===== config.mk =====
export PLATFORM = sky130hd
export DESIGN_NAME = mem_responder_flat
export DESIGN_NICKNAME = d
export VERILOG_FILES = /design/src/rtl/mem_responder_if.sv /design/src/rtl/mem_responder.sv /design/src/flat_wrapper.sv
export SDC_FILE = /design/constraint.sdc
export NUM_CORES = 1
export LEC_CHECK = 0
export CELL_PAD_IN_SITES_DETAIL_PLACEMENT = 0
export CELL_PAD_IN_SITES_GLOBAL_PLACEMENT = 1
export CORE_MARGIN = 4
export CORE_UTILIZATION = 50
export DETAILED_ROUTE_END_ITERATION = 12
export PLACE_DENSITY_LB_ADDON = 0.12
export REMOVE_ABC_BUFFERS = 1
export SLEW_MARGIN = 20
export SYNTH_ARGS = -nofsm -noshare
export SYNTH_HDL_FRONTEND = slang
export SYNTH_SLANG_ARGS = --single-unit
export TNS_END_PERCENT = 100

===== constraint.sdc =====
create_clock -name clk -period 4.4 [get_ports clk]
set_input_delay 0.44 -clock clk [delete_from_list [all_inputs] [get_ports clk]]
set_output_delay 0.44 -clock clk [all_outputs]
set_load 0.01 [all_outputs]

===== src/rtl/mem_responder_if.sv =====
// Strobe-driven memory bus between the CPU (master) and the memory responder (slave),
// plus the program-load port used while the bus is idle.
interface mem_responder_if #(
    parameter int DATA_W = 8,
    parameter int ADDR_W = 5
);
    logic              MAR_load;
    logic [ADDR_W-1:0] addr_in;
    logic              CS;
    logic              OE;
    logic              WE;
    logic              Bc;
    logic              Ac;
    logic [DATA_W-1:0] data_in;
    logic [DATA_W-1:0] data_out;
    logic              data_out_valid;
    logic              bus_drive;
    logic              busy;
    logic              protocol_err;
    logic              prog_we;
    logic [ADDR_W-1:0] prog_addr;
    logic [DATA_W-1:0] prog_data;

    modport master (
        output MAR_load, addr_in, CS, OE, WE, Bc, Ac, data_in,
        output prog_we, prog_addr, prog_data,
        input  data_out, data_out_valid, bus_drive, busy, protocol_err
    );

    modport slave (
        input  MAR_load, addr_in, CS, OE, WE, Bc, Ac, data_in,
        input  prog_we, prog_addr, prog_data,
        output data_out, data_out_valid, bus_drive, busy, protocol_err
    );
endinterface


===== src/rtl/mem_responder.sv =====
// Memory-side responder: MAR, word-addressed RAM, active-low strobe decode into
// read/write cycles, idle-only program load and a registered protocol-error pulse.
module mem_responder #(
    parameter int DATA_W = 8,
    parameter int ADDR_W = 5
) (
    input  logic          clk,
    input  logic          reset,
    mem_responder_if.slave bus
);
    localparam int DEPTH = 2 ** ADDR_W;

    typedef enum logic [1:0] {
        ST_IDLE   = 2'd0,
        ST_SELECT = 2'd1,
        ST_READ   = 2'd2,
        ST_WRITE  = 2'd3
    } state_t;

    state_t            state_q, state_d;
    logic [ADDR_W-1:0] mar_q, mar_d;
    logic [DATA_W-1:0] wdata_q, wdata_d;
    logic              ac_seen_q, ac_seen_d;
    logic              valid_q, valid_d;
    logic              err_q, err_d;
    logic [DATA_W-1:0] data_out_q;

    logic              rd_en;
    logic              mem_we;
    logic              mem_we_eff;
    logic [ADDR_W-1:0] mem_waddr;
    logic [DATA_W-1:0] mem_wdata;

    logic [DATA_W-1:0] mem [DEPTH];

    always_comb begin
        state_d   = state_q;
        mar_d     = bus.MAR_load ? bus.addr_in : mar_q;
        wdata_d   = wdata_q;
        ac_seen_d = ac_seen_q;
        valid_d   = valid_q;
        err_d     = 1'b0;
        rd_en     = 1'b0;
        mem_we    = 1'b0;
        mem_waddr = mar_q;
        mem_wdata = wdata_q;

        case (state_q)
            ST_IDLE, ST_SELECT: begin
                if (bus.CS) begin
                    state_d = ST_IDLE;
                end else if (!bus.OE && bus.WE) begin
                    state_d = ST_READ;
                end else if (bus.OE && !bus.WE) begin
                    state_d   = ST_WRITE;
                    ac_seen_d = 1'b0;
                end else if (bus.OE && bus.WE) begin
                    state_d = ST_SELECT;
                end else begin
                    state_d = ST_SELECT;
                    err_d   = 1'b1;
                end
            end

            ST_READ: begin
                if (bus.CS) begin
                    state_d = ST_IDLE;
                    valid_d = 1'b0;
                end else if (bus.OE) begin
                    state_d = ST_SELECT;
                    valid_d = 1'b0;
                end else begin
                    // data_out follows MAR every cycle so a mid-read MAR_load lands one edge later
                    rd_en   = 1'b1;
                    valid_d = 1'b1;
                end
            end

            ST_WRITE: begin
                if (bus.Ac) begin
                    wdata_d   = bus.data_in;
                    ac_seen_d = 1'b1;
                end
                if (bus.CS) begin
                    state_d = ST_IDLE;
                    err_d   = 1'b1;
                end else begin
                    if (!bus.OE) begin
                        err_d = 1'b1;
                    end
                    if (bus.WE) begin
                        state_d = ST_SELECT;
                        if (ac_seen_q || bus.Ac) begin
                            mem_we    = 1'b1;
                            mem_wdata = bus.Ac ? bus.data_in : wdata_q;
                        end else begin
                            err_d = 1'b1;
                        end
                    end
                end
            end

            default: state_d = ST_IDLE;
        endcase

        // Program load shares the single write port; it can only win while the bus is idle.
        if (bus.prog_we) begin
            if (state_q == ST_IDLE && bus.CS) begin
                mem_we    = 1'b1;
                mem_waddr = bus.prog_addr;
                mem_wdata = bus.prog_data;
            end else begin
                err_d = 1'b1;
            end
        end
    end

    assign mem_we_eff = mem_we && !reset;

    always_ff @(posedge clk) begin
        if (mem_we_eff) begin
            mem[mem_waddr] <= mem_wdata;
        end
    end

    always_ff @(posedge clk) begin
        if (reset) begin
            state_q    <= ST_IDLE;
            mar_q      <= '0;
            wdata_q    <= '0;
            ac_seen_q  <= 1'b0;
            valid_q    <= 1'b0;
            err_q      <= 1'b0;
            data_out_q <= '0;
        end else begin
            state_q   <= state_d;
            mar_q     <= mar_d;
            wdata_q   <= wdata_d;
            ac_seen_q <= ac_seen_d;
            valid_q   <= valid_d;
            err_q     <= err_d;
            if (rd_en) begin
                data_out_q <= mem[mar_q];
            end
        end
    end

    assign bus.data_out       = data_out_q;
    assign bus.data_out_valid = valid_q;
    assign bus.bus_drive      = (state_q == ST_READ) && valid_q && bus.Bc;
    assign bus.busy           = (state_q != ST_IDLE);
    assign bus.protocol_err   = err_q;
endmodule


===== src/flat_wrapper.sv =====
// flat-port wrapper written by rule: the top's interface ports become plain ports
module mem_responder_flat 
#(
    parameter int DATA_W = 8,
    parameter int ADDR_W = 5
)
  (clk, reset, bus_MAR_load, bus_addr_in, bus_CS, bus_OE, bus_WE, bus_Bc, bus_Ac, bus_data_in, bus_prog_we, bus_prog_addr, bus_prog_data, bus_data_out, bus_data_out_valid, bus_bus_drive, bus_busy, bus_protocol_err);
  mem_responder_if #(.DATA_W(DATA_W), .ADDR_W(ADDR_W)) bus_i ();
  input  logic clk;
  input  logic reset;
  input wire logic [$bits(bus_i.MAR_load)-1:0] bus_MAR_load;
  input wire logic [$bits(bus_i.addr_in)-1:0] bus_addr_in;
  input wire logic [$bits(bus_i.CS)-1:0] bus_CS;
  input wire logic [$bits(bus_i.OE)-1:0] bus_OE;
  input wire logic [$bits(bus_i.WE)-1:0] bus_WE;
  input wire logic [$bits(bus_i.Bc)-1:0] bus_Bc;
  input wire logic [$bits(bus_i.Ac)-1:0] bus_Ac;
  input wire logic [$bits(bus_i.data_in)-1:0] bus_data_in;
  input wire logic [$bits(bus_i.prog_we)-1:0] bus_prog_we;
  input wire logic [$bits(bus_i.prog_addr)-1:0] bus_prog_addr;
  input wire logic [$bits(bus_i.prog_data)-1:0] bus_prog_data;
  output wire logic [$bits(bus_i.data_out)-1:0] bus_data_out;
  output wire logic [$bits(bus_i.data_out_valid)-1:0] bus_data_out_valid;
  output wire logic [$bits(bus_i.bus_drive)-1:0] bus_bus_drive;
  output wire logic [$bits(bus_i.busy)-1:0] bus_busy;
  output wire logic [$bits(bus_i.protocol_err)-1:0] bus_protocol_err;
  assign bus_i.MAR_load = bus_MAR_load;
  assign bus_i.addr_in = bus_addr_in;
  assign bus_i.CS = bus_CS;
  assign bus_i.OE = bus_OE;
  assign bus_i.WE = bus_WE;
  assign bus_i.Bc = bus_Bc;
  assign bus_i.Ac = bus_Ac;
  assign bus_i.data_in = bus_data_in;
  assign bus_i.prog_we = bus_prog_we;
  assign bus_i.prog_addr = bus_prog_addr;
  assign bus_i.prog_data = bus_prog_data;
  assign bus_data_out = bus_i.data_out;
  assign bus_data_out_valid = bus_i.data_out_valid;
  assign bus_bus_drive = bus_i.bus_drive;
  assign bus_busy = bus_i.busy;
  assign bus_protocol_err = bus_i.protocol_err;
  mem_responder #(.DATA_W(DATA_W), .ADDR_W(ADDR_W)) u_core (.clk(clk), .reset(reset), .bus(bus_i));
endmodule

* Word-level counts from Yosys, hierarchy flattened
Memory sizes are Yosys's and may differ from the RTL's. A register that Yosys moved wholly into a read port is not among the register bits.
Cells that the tools add are included.
Widths: inputs -> output; s select.
** Storage, ports and cells
- ROM bits :: 0
- RAM bits :: 256
- Flip-flop bits (word level) :: 18
- Logic and storage cells :: 76
- Latch bits :: 0
- Memories :: 1
- Input bits :: 35
- Output and inout bits :: 12
** Operators by class
- Shift-type cells :: 0
- Multiply operators :: 0
- Divide/modulo/power cells :: 0
- Equality and inequality tests :: 9
- Add/sub/neg operators :: 0
- $lt $le $gt $ge :: 0
- Muxes and demuxes :: 43
- Bitwise logic cells :: 0
- Reductions and logical operators :: 17
** Memories
- u_core.mem :: depth 32, bits a word 8, read ports 1, clocked after Yosys merged registers in 1, write ports 1, line mem_responder.sv:34 : logic [DATA_W-1:0] mem [DEPTH];
** Operators with widths (number)
- $mux 8 :: 7
- $mux 1 :: 24
- $mux 2 :: 7
- $mux 5 :: 2
- $logic_and 1x1->1 :: 7
- $ne 2x2->1 const B :: 3
- $ne 3x3->1 const B :: 2
- $pmux 2 s3 :: 1
- $reduce_and 5->1 :: 1
- $eq 2x2->1 const B :: 2
- $pmux 1 s2 :: 2
- $reduce_bool 2->1 :: 2
- $logic_not 1->1 :: 3
- $eq 2x1->1 const B :: 1
- $logic_not 2->1 :: 1
- $ne 2x1->1 const B :: 1
- $reduce_and 2->1 :: 1
- $reduce_or 2->1 :: 1
- $logic_or 1x1->1 :: 1

* Depth between registers and ports, before layout
Gate-level depths: netlist (run 1).
- Word-level depth :: 10
- Depth in mapped cells :: 8
- Gate-level depth less buffers :: 6

* Least setup slack after synthesis (run 1)
Ideal clock, no wire load.
- Path kind :: reg-to-reg
- From :: register u_core.state_q[0]
- To :: memory u_core.mem[0][0] (data pin)
- Path slack :: 1261 ps
- Library setup time :: 454 ps
- Stages on the path, launching flop included :: 6
- Data required time :: 3946 ps
- Clock period less this slack :: 3139 ps
- Data arrival time :: 2685 ps
- Buffers on the path :: 1
- Cell sequence :: dfxtp_1 -> buf_2 -> nand3_1 -> nor3_2 -> mux2i_1 -> o21ai_0
** On the way
- Cells in the longest elaborated chain, start to end :: 4
- Elaborated cells between the ends (all ways) :: 6
- Those cells by class :: eq/ne (1); mux (3); reduce/logical (2)
** RTL lines
- start: declaration :: line mem_responder.sv:20 : state_t state_q, state_d;
- start signal: assignment :: line mem_responder.sv:136 : state_q <= state_d;
- $eq 2x2->1 / $logic_not 2->1 (equally long branches) :: line mem_responder.sv:48, mem_responder.sv:108
- $mux 8 / $logic_and 1x1->1 (equally long branches) :: line mem_responder.sv:48, mem_responder.sv:108
- $mux 8 :: line mem_responder.sv:108 : if (state_q == ST_IDLE && bus.CS) begin
- $mux 8 (*) :: line mem_responder.sv:107 : if (bus.prog_we) begin
- net u_core.mem_wdata[0] :: line mem_responder.sv:32 : logic [DATA_W-1:0] mem_wdata;
- end: declaration :: line mem_responder.sv:34
The timed path passes the listed nets; every way through them passes the cells marked *.

* Final worst setup path (run 1)
- From :: input bus_CS
- To :: memory u_core.mem[28][3] (enable)
** On the way
- Cells in the longest elaborated chain, start to end :: 7
- Elaborated cells between the ends (all ways) :: 10
- Those cells by class :: mux (8); reduce/logical (2)
** RTL lines
- start: declaration :: line flat_wrapper.sv:13 : input wire logic [$bits(bus_i.CS)-1:0] bus_CS;
- $mux 1 :: line mem_responder.sv:84 : if (bus.CS) begin
- $mux 1 :: line mem_responder.sv:48 : case (state_q)
- $mux 1 :: line mem_responder.sv:108
- $mux 1 :: line mem_responder.sv:107
- $logic_and 1x1->1 :: line mem_responder.sv:118 : assign mem_we_eff = mem_we && !reset;
- $mux 1 :: line mem_responder.sv:121 : if (mem_we_eff) begin
- $mux 1 (not written as such) :: line mem_responder.sv:122 : mem[mem_waddr] <= mem_wdata;
Several ways; a longest one is shown, not always the timed one.

==> metrics, run 1 <==
# resized after CTS=0; fin crit share=70.20%; CTS Buf Count=29; vias post-DR=6494; CTS Buffer Depth=3; WL/cell=24.23 µm; initial drt markers=540; Final min period=3.089 ns; num rows=55; I/O pin total=47; Hold Startpoint=u_core.wdata_q[3]$_SDFFE_PP0N_; clock skew=0.01588 ns; Design Area, Final=13220 µm²; iteration count of the initial detailed-routing pass=5; Slew Limit Fails=0; area of the multi-input gates=3078 µm²; Total Wirelength=26.56 mm; max_cap viols=0; worst r2r dst=u_core.mem[19][3]$_DFFE_PP_; Commonest cells post-synth=edfxtp_1, mux2i_1, a22oi_1; average instance area after synthesis=15.54 µm²; CP Launch Type=primary input; Root Buffer=clkbuf_16; initial antenna violation count=0; Leakage=0.004314 µW; critical path type=primary input to flop; area share of the largest cell type after synthesis=66.57%; most common cell in the netlist=edfxtp_1; Critical Path Source=bus_CS; worst path arrival time=3.27 ns; Syn Inst Count=743; Worst Path Max Fanout=20; status=complete, no violations; vias in the first global route=6590; largest net degree at the start of global routing=65; #FFs+latches synth=282; Area after DPL=12320 µm²; clk sinks=282; CTS HTree Levels=1; gr usage total=20.77%; CP Capture Point=u_core.mem[28][3]$_DFFE_PP_; Worst Hold Class=flop to flop; Post-synth EDFFs=256; top cells by area, synth=edfxtp_1, mux2i_1, dfxtp_1; largest area contributor in the netlist=edfxtp_1; Starting Density=50.85%; die area=25590 µm²; CP required=4.58 ns; CTS tree=built; RSZ-0062 raised after global routing=no; fmax=323.8 MHz; asr flop ratio synth=0%; pwr dens=426.0 nW/µm²; # hold bufs at CTS=0; slowest CP cell=nor2_1; post-synthesis sequential area ratio=71.08%; post-CTS setup buffer count=0; die height=160.0 µm; Hold Fails Final Rpt=0; worst r2r src=u_core.state_q[0]$_SDFFE_PP0P_; Unique masters post-synth=38; R2R depth=5; Avg Vias per Cell=5.925; core area=22710 µm²; Clock Latency Late Sink=0.55 ns; setup slack, reg-to-reg=1.46 ns; share of layout cells above drive strength 1=9.988%; Antenna Violating Nets Remaining=0; Netlist Area Pre-Place=11550 µm²; Clock transition at path regs=0.06 ns; crit path cell chain=clkdlybuf4s50_1 -> nor4bb_4 -> buf_4 -> mux2i_1 -> nor2b_1 -> nand2_1 -> nor2_1; GP Congestion=0.8606; DP Wirelength=17.38 mm; Final Util=58.21%; Area Growth Syn to Fin=14.48%; nets=828; Fillers=1740; critical path's largest stage delay=0.70 ns; Die Width=160.0 µm; critical path capture point type=flop; global route total overflow=0; number of port buffers=46; Max rail drop VDD=0.3305 mV; # DRC=0; Diodes inserted=0; first-pass GRT wire length=40.34 mm; warning count from the yosys run=0; ys flop type=edfxtp_1; Rel. slew slack=43.70%; final setup violation count=0; Sequential Area=8212 µm²; Slew @ Worst Pin=0.8407 ns
## final cells by class
class | instances | share of cell area, %
clock buffer | 39 | 5.774
clock inverter | 13 | 1.041
inverter | 5 | 0.1420
multi-input combinational | 407 | 23.28
sequential | 282 | 62.12
tap | 285 | 2.698
timing repair buffer | 65 | 4.941
## layer usage
metal / track usage, % / wire length (µm)
met5: 0 / 0
met4: 7.157 / 822
met3: 4.232 / 1816
met2: 33.22 / 12460
met1: 28.69 / 11460
## sequential cells by signal (all words and copies together) (netlist names)
name                       cells
u_core.mem                   256
u_core.mar_q                   5
u_core.wdata_q                 8
u_core.bus.protocol_err        1
u_core.bus.data_out            8
u_core.state_q                 2
u_core.bus.data_out_valid      1
u_core.ac_seen_q               1
## cells in the final DEF, fill, tap and decap left out, drive strengths merged, types with 3 or more instances in the layout
cell | netlist | layout
edfxtp | 256 | 256
mux2i | 142 | 142
a22oi | 65 | 65
nor2 | 55 | 55
clkdlybuf4s50 | 0 | 46
a21oi | 45 | 45
clkbuf | 23 | 39
nand2 | 29 | 29
dfxtp | 26 | 26
buf | 26 | 19
nor3 | 9 | 9
o21ai | 9 | 9
clkinv | 0 | 9
or4 | 8 | 8
a211oi | 8 | 8
a31oi | 6 | 6
nand2b | 6 | 6
inv | 5 | 6
nor3b | 4 | 4
nor2b | 4 | 4
ha | 3 | 3
bufinv | 0 | 3
## cell families after synthesis
logic type               after synthesis  share of synthesized area [%]
flip-flops                           282                          71.08
multiplexers                         142                          12.31
AND/OR/NAND/NOR                      123                          5.028
buffers and inverters                 54                          3.045
AO/OA/AOI/OAI                        139                          8.213
adder cells (fa/ha/maj)                3                         0.3251
## worst min path at each step
stage                                           to  slack (ns)  depth (start not counted)
floorplan           u_core.wdata_q[0]$_SDFFE_PP0N_        0.43                          2
global placement    u_core.wdata_q[5]$_SDFFE_PP0N_        0.44                          2
detailed placement  u_core.wdata_q[3]$_SDFFE_PP0N_        0.45                          2
CTS                 u_core.wdata_q[3]$_SDFFE_PP0N_        0.46                          2
global route        u_core.wdata_q[7]$_SDFFE_PP0N_        0.48                          3
finish              u_core.wdata_q[3]$_SDFFE_PP0N_        0.46                          2
## critical path: cells and delay by family
family,cells,cell delay [ns]
and+or+nand+nor,4,1.66
muxes,1,0.24
buffers and inverters,2,0.92
## stage by stage
stage / instances / TNS (ns) / hold WS (ns) / worst slack (ns) / power [µW]
final: 1096 / 0 / 0.4602 / 1.311 / 5631
after global routing: 1096 / 0 / 0.4821 / 1.086 / 5822
after CTS: 1096 / 0 / 0.4621 / 1.351 / 5676
after detailed placement: 1044 / 0 / 0.4532 / 0.7717 / 3348
after global placement: 1044 / 0 / 0.4441 / 0.8668 / 3342
after floorplan: 694 / -504.86 / 0.4296 / -1.488 / 3210
## where the power goes
group / switching, µW / total [µW] / internal [µW]
sequential: 11.7 / 2940 / 2920
clock: 954 / 2340 / 1380
combinational: 219 / 357 / 138
total: 1190 / 5630 / 4450
Note: power is estimated with default switching activity, not from simulation.
==> inputs of run 2 (changes only) <==
==> constraint.sdc (replaced) <==
create_clock -name clk -period 3.2 [get_ports clk]
set_input_delay 0.32 -clock clk [delete_from_list [all_inputs] [get_ports clk]]
set_output_delay 0.32 -clock clk [all_outputs]
set_load 0.01 [all_outputs]
==> metrics, run 2 (synthesized netlist as in run 1, its figures left out) <==
Hold Fails Final Rpt=0 (unchanged); Design Area, Final=13400 µm² (+1.4%); fin crit share=88.67%; most common cell after layout, fill and taps aside=edfxtp_1; Clock Latency Late Sink=0.54 ns (about the same); Rel. slew slack=36.97% (-6.7 points); commonest non-fill, non-tap cells in the layout=edfxtp_1, mux2i_1, a22oi_1; status=complete, no violations; critical path capture point type=flop; Total Wirelength=26.84 mm (+1.1%); GP Congestion=0.8342 (-3.1%); nets=850 (+2.7%); worst path arrival time=3.20 ns (-0.07 ns); CTS Buffer Depth=3 (unchanged); P_int=6256 µW (+41%); number of port buffers=46 (unchanged); Buf/Inv on CP=1 (-1); first-pass GRT wire length=40.65 mm (+0.79%); CTS Buf Count=28 (-3.4%); vias in the first global route=6556 (-0.52%); Power Total=7901 µW (+40%); P_sw=1645 µW (+39%); CTS HTree Levels=1 (unchanged); Net Sw Frac=20.82% (-0.23 points); critical path type=flop to flop; pwr dens=589.6 nW/µm² (+38%); RSZ-0062 raised after global routing=no; initial antenna violation count=2 (+2); clock share of power=42.8% (+1.3 points); vias post-DR=6588 (+1.4%); TNS Setup=0 ns (unchanged); # hold bufs at CTS=0 (unchanged); clk sinks=282 (unchanged); CP required=3.56 ns (-1.02 ns); Reg with most FFs=u_core.mem; Final min period=2.837 ns; Fillers=1739 (-0.057%); Max rail drop VDD=0.3361 mV (+1.7%); Starting Density=50.85% (unchanged); Antenna Violating Nets Remaining=0 (unchanged); initial drt markers=511 (-5.4%); CTS tree=built; # DRC=0 (unchanged); clock skew=0.02295 ns (+0.007067 ns); I/O pin total=47 (unchanged); die height=160.0 µm (unchanged); core area=22710 µm² (unchanged); fmax=352.4 MHz; share of layout cells above drive strength 1=13.43% (+3.4 points); WL/cell=23.99 µm (-1.0%); global route total overflow=0 (unchanged); Worst Hold Class=primary input to flop; Diodes inserted=0 (unchanged); Avg Vias per Cell=5.887 (-0.64%); Slew Limit Fails=0 (unchanged); sequential share of power=51.2% (-0.9 points); iteration count of the initial detailed-routing pass=5 (unchanged); final setup violation count=0 (unchanged); gr usage total=20.68% (-0.090 points); die area=25590 µm² (unchanged); Worst Path Max Fanout=12 (-40%); critical path's largest stage delay=0.64 ns (-0.06 ns); Logic pwr share=6.0% (-0.3 points); DP Wirelength=17.18 mm (-1.1%); max_cap viols=0 (unchanged); Slew @ Worst Pin=0.9435 ns (+0.1028 ns); Die Width=160.0 µm (unchanged); Area Growth Syn to Fin=16.05%; post-CTS setup buffer count=0 (unchanged); largest net degree at the start of global routing=41 (-37%); max reg flops=256 (unchanged); Crit path max-delay family=simple AND/OR/NAND/NOR gates; Clock transition at path regs=0.06 ns (about the same); crit path cell chain=nand3_1 -> nor3_2 -> mux2i_1 -> o21ai_2 -> buf_4; Root Buffer=clkbuf_16; Leakage=0.004460 µW (+3.4%); Hold Worst Slack=0.3800 ns (-0.08028 ns); num rows=55 (unchanged); CP Launch Type=flop; Area after DPL=12440 µm² (+0.98%); Final Util=59.01% (+0.80 points); # resized after CTS=0 (unchanged); slowest CP cell=o21ai_2
==> run 2: cell types whose count changed in the layout (fill, tap and decap cells not counted), sizes merged <==
cell      before  now
buf           19   42
clkbuf        39   31
clkinv         9   14
bufinv         3    5
clkinvlp       0    2
inv            6    5
==> run 2: path summary, 6_finish.rpt <==
| check | from | end | slack (ns) | depth (start not counted) |
|---|---|---|---|---|
| hold / removal | bus_data_in[3] | u_core.wdata_q[3]$_SDFFE_PP0N_ | 0.38 | 3 |
| setup reg to reg | u_core.state_q[0]$_SDFFE_PP0P_ | u_core.mem[28][2]$_DFFE_PP_ | 0.36 | 5 |
| hold reg to reg | u_core.wdata_q[4]$_SDFFE_PP0N_ | u_core.wdata_q[4]$_SDFFE_PP0N_ | 0.45 | 2 |
| setup / recovery | u_core.state_q[0]$_SDFFE_PP0P_ | u_core.mem[28][2]$_DFFE_PP_ | 0.36 | 5 |
==> run 2: layout make-up <==
| class | count | area [µm²] | area share [%] |
|---|---|---|---|
| inverter | 5 | 18.77 | 0.1401 |
| tap | 285 | 356.6 | 2.661 |
| clock buffer | 31 | 733.2 | 5.472 |
| timing repair buffer | 88 | 800.8 | 5.976 |
| clock inverter | 21 | 227.7 | 1.699 |
| multi-input combinational | 407 | 3052 | 22.77 |
| sequential | 282 | 8212 | 61.28 |
==> run 2: worst register-to-register path: cells and delay by family, from the launching register on <==
kind,cells,cell delay (ns)
flip-flops,1,0.55
buffers and inverters,1,0.32
multiplexers,1,0.18
AND/OR/NAND/NOR,2,0.98
AO/OA/AOI/OAI,1,0.64
==> run 2: power by group through the flow <==
stage               clock [µW]  sequential (µW)  combinational [µW]
global placement             0             4120                 471
floorplan                    0             4150                 265
CTS                       3440             4040                 476
global route              3600             4040                 510
finish                    3380             4040                 476
detailed placement           0             4120                 475
==> run 2: stage by stage <==
stage | instances | setup slack, ns
floorplan | 694 | -2.688
global placement | 1067 | 0.1574
detailed placement | 1067 | 0.09690
CTS | 1119 | 0.3498
global route | 1119 | 0.1363
finish | 1119 | 0.3626
==> run 2: per-layer routing <==
metal	GRT usage [%]	part of all wire [%]
met5	0	0.097
met1	30.01	45
met4	3.989	1.6
met3	4.284	6.8
met2	32.95	47
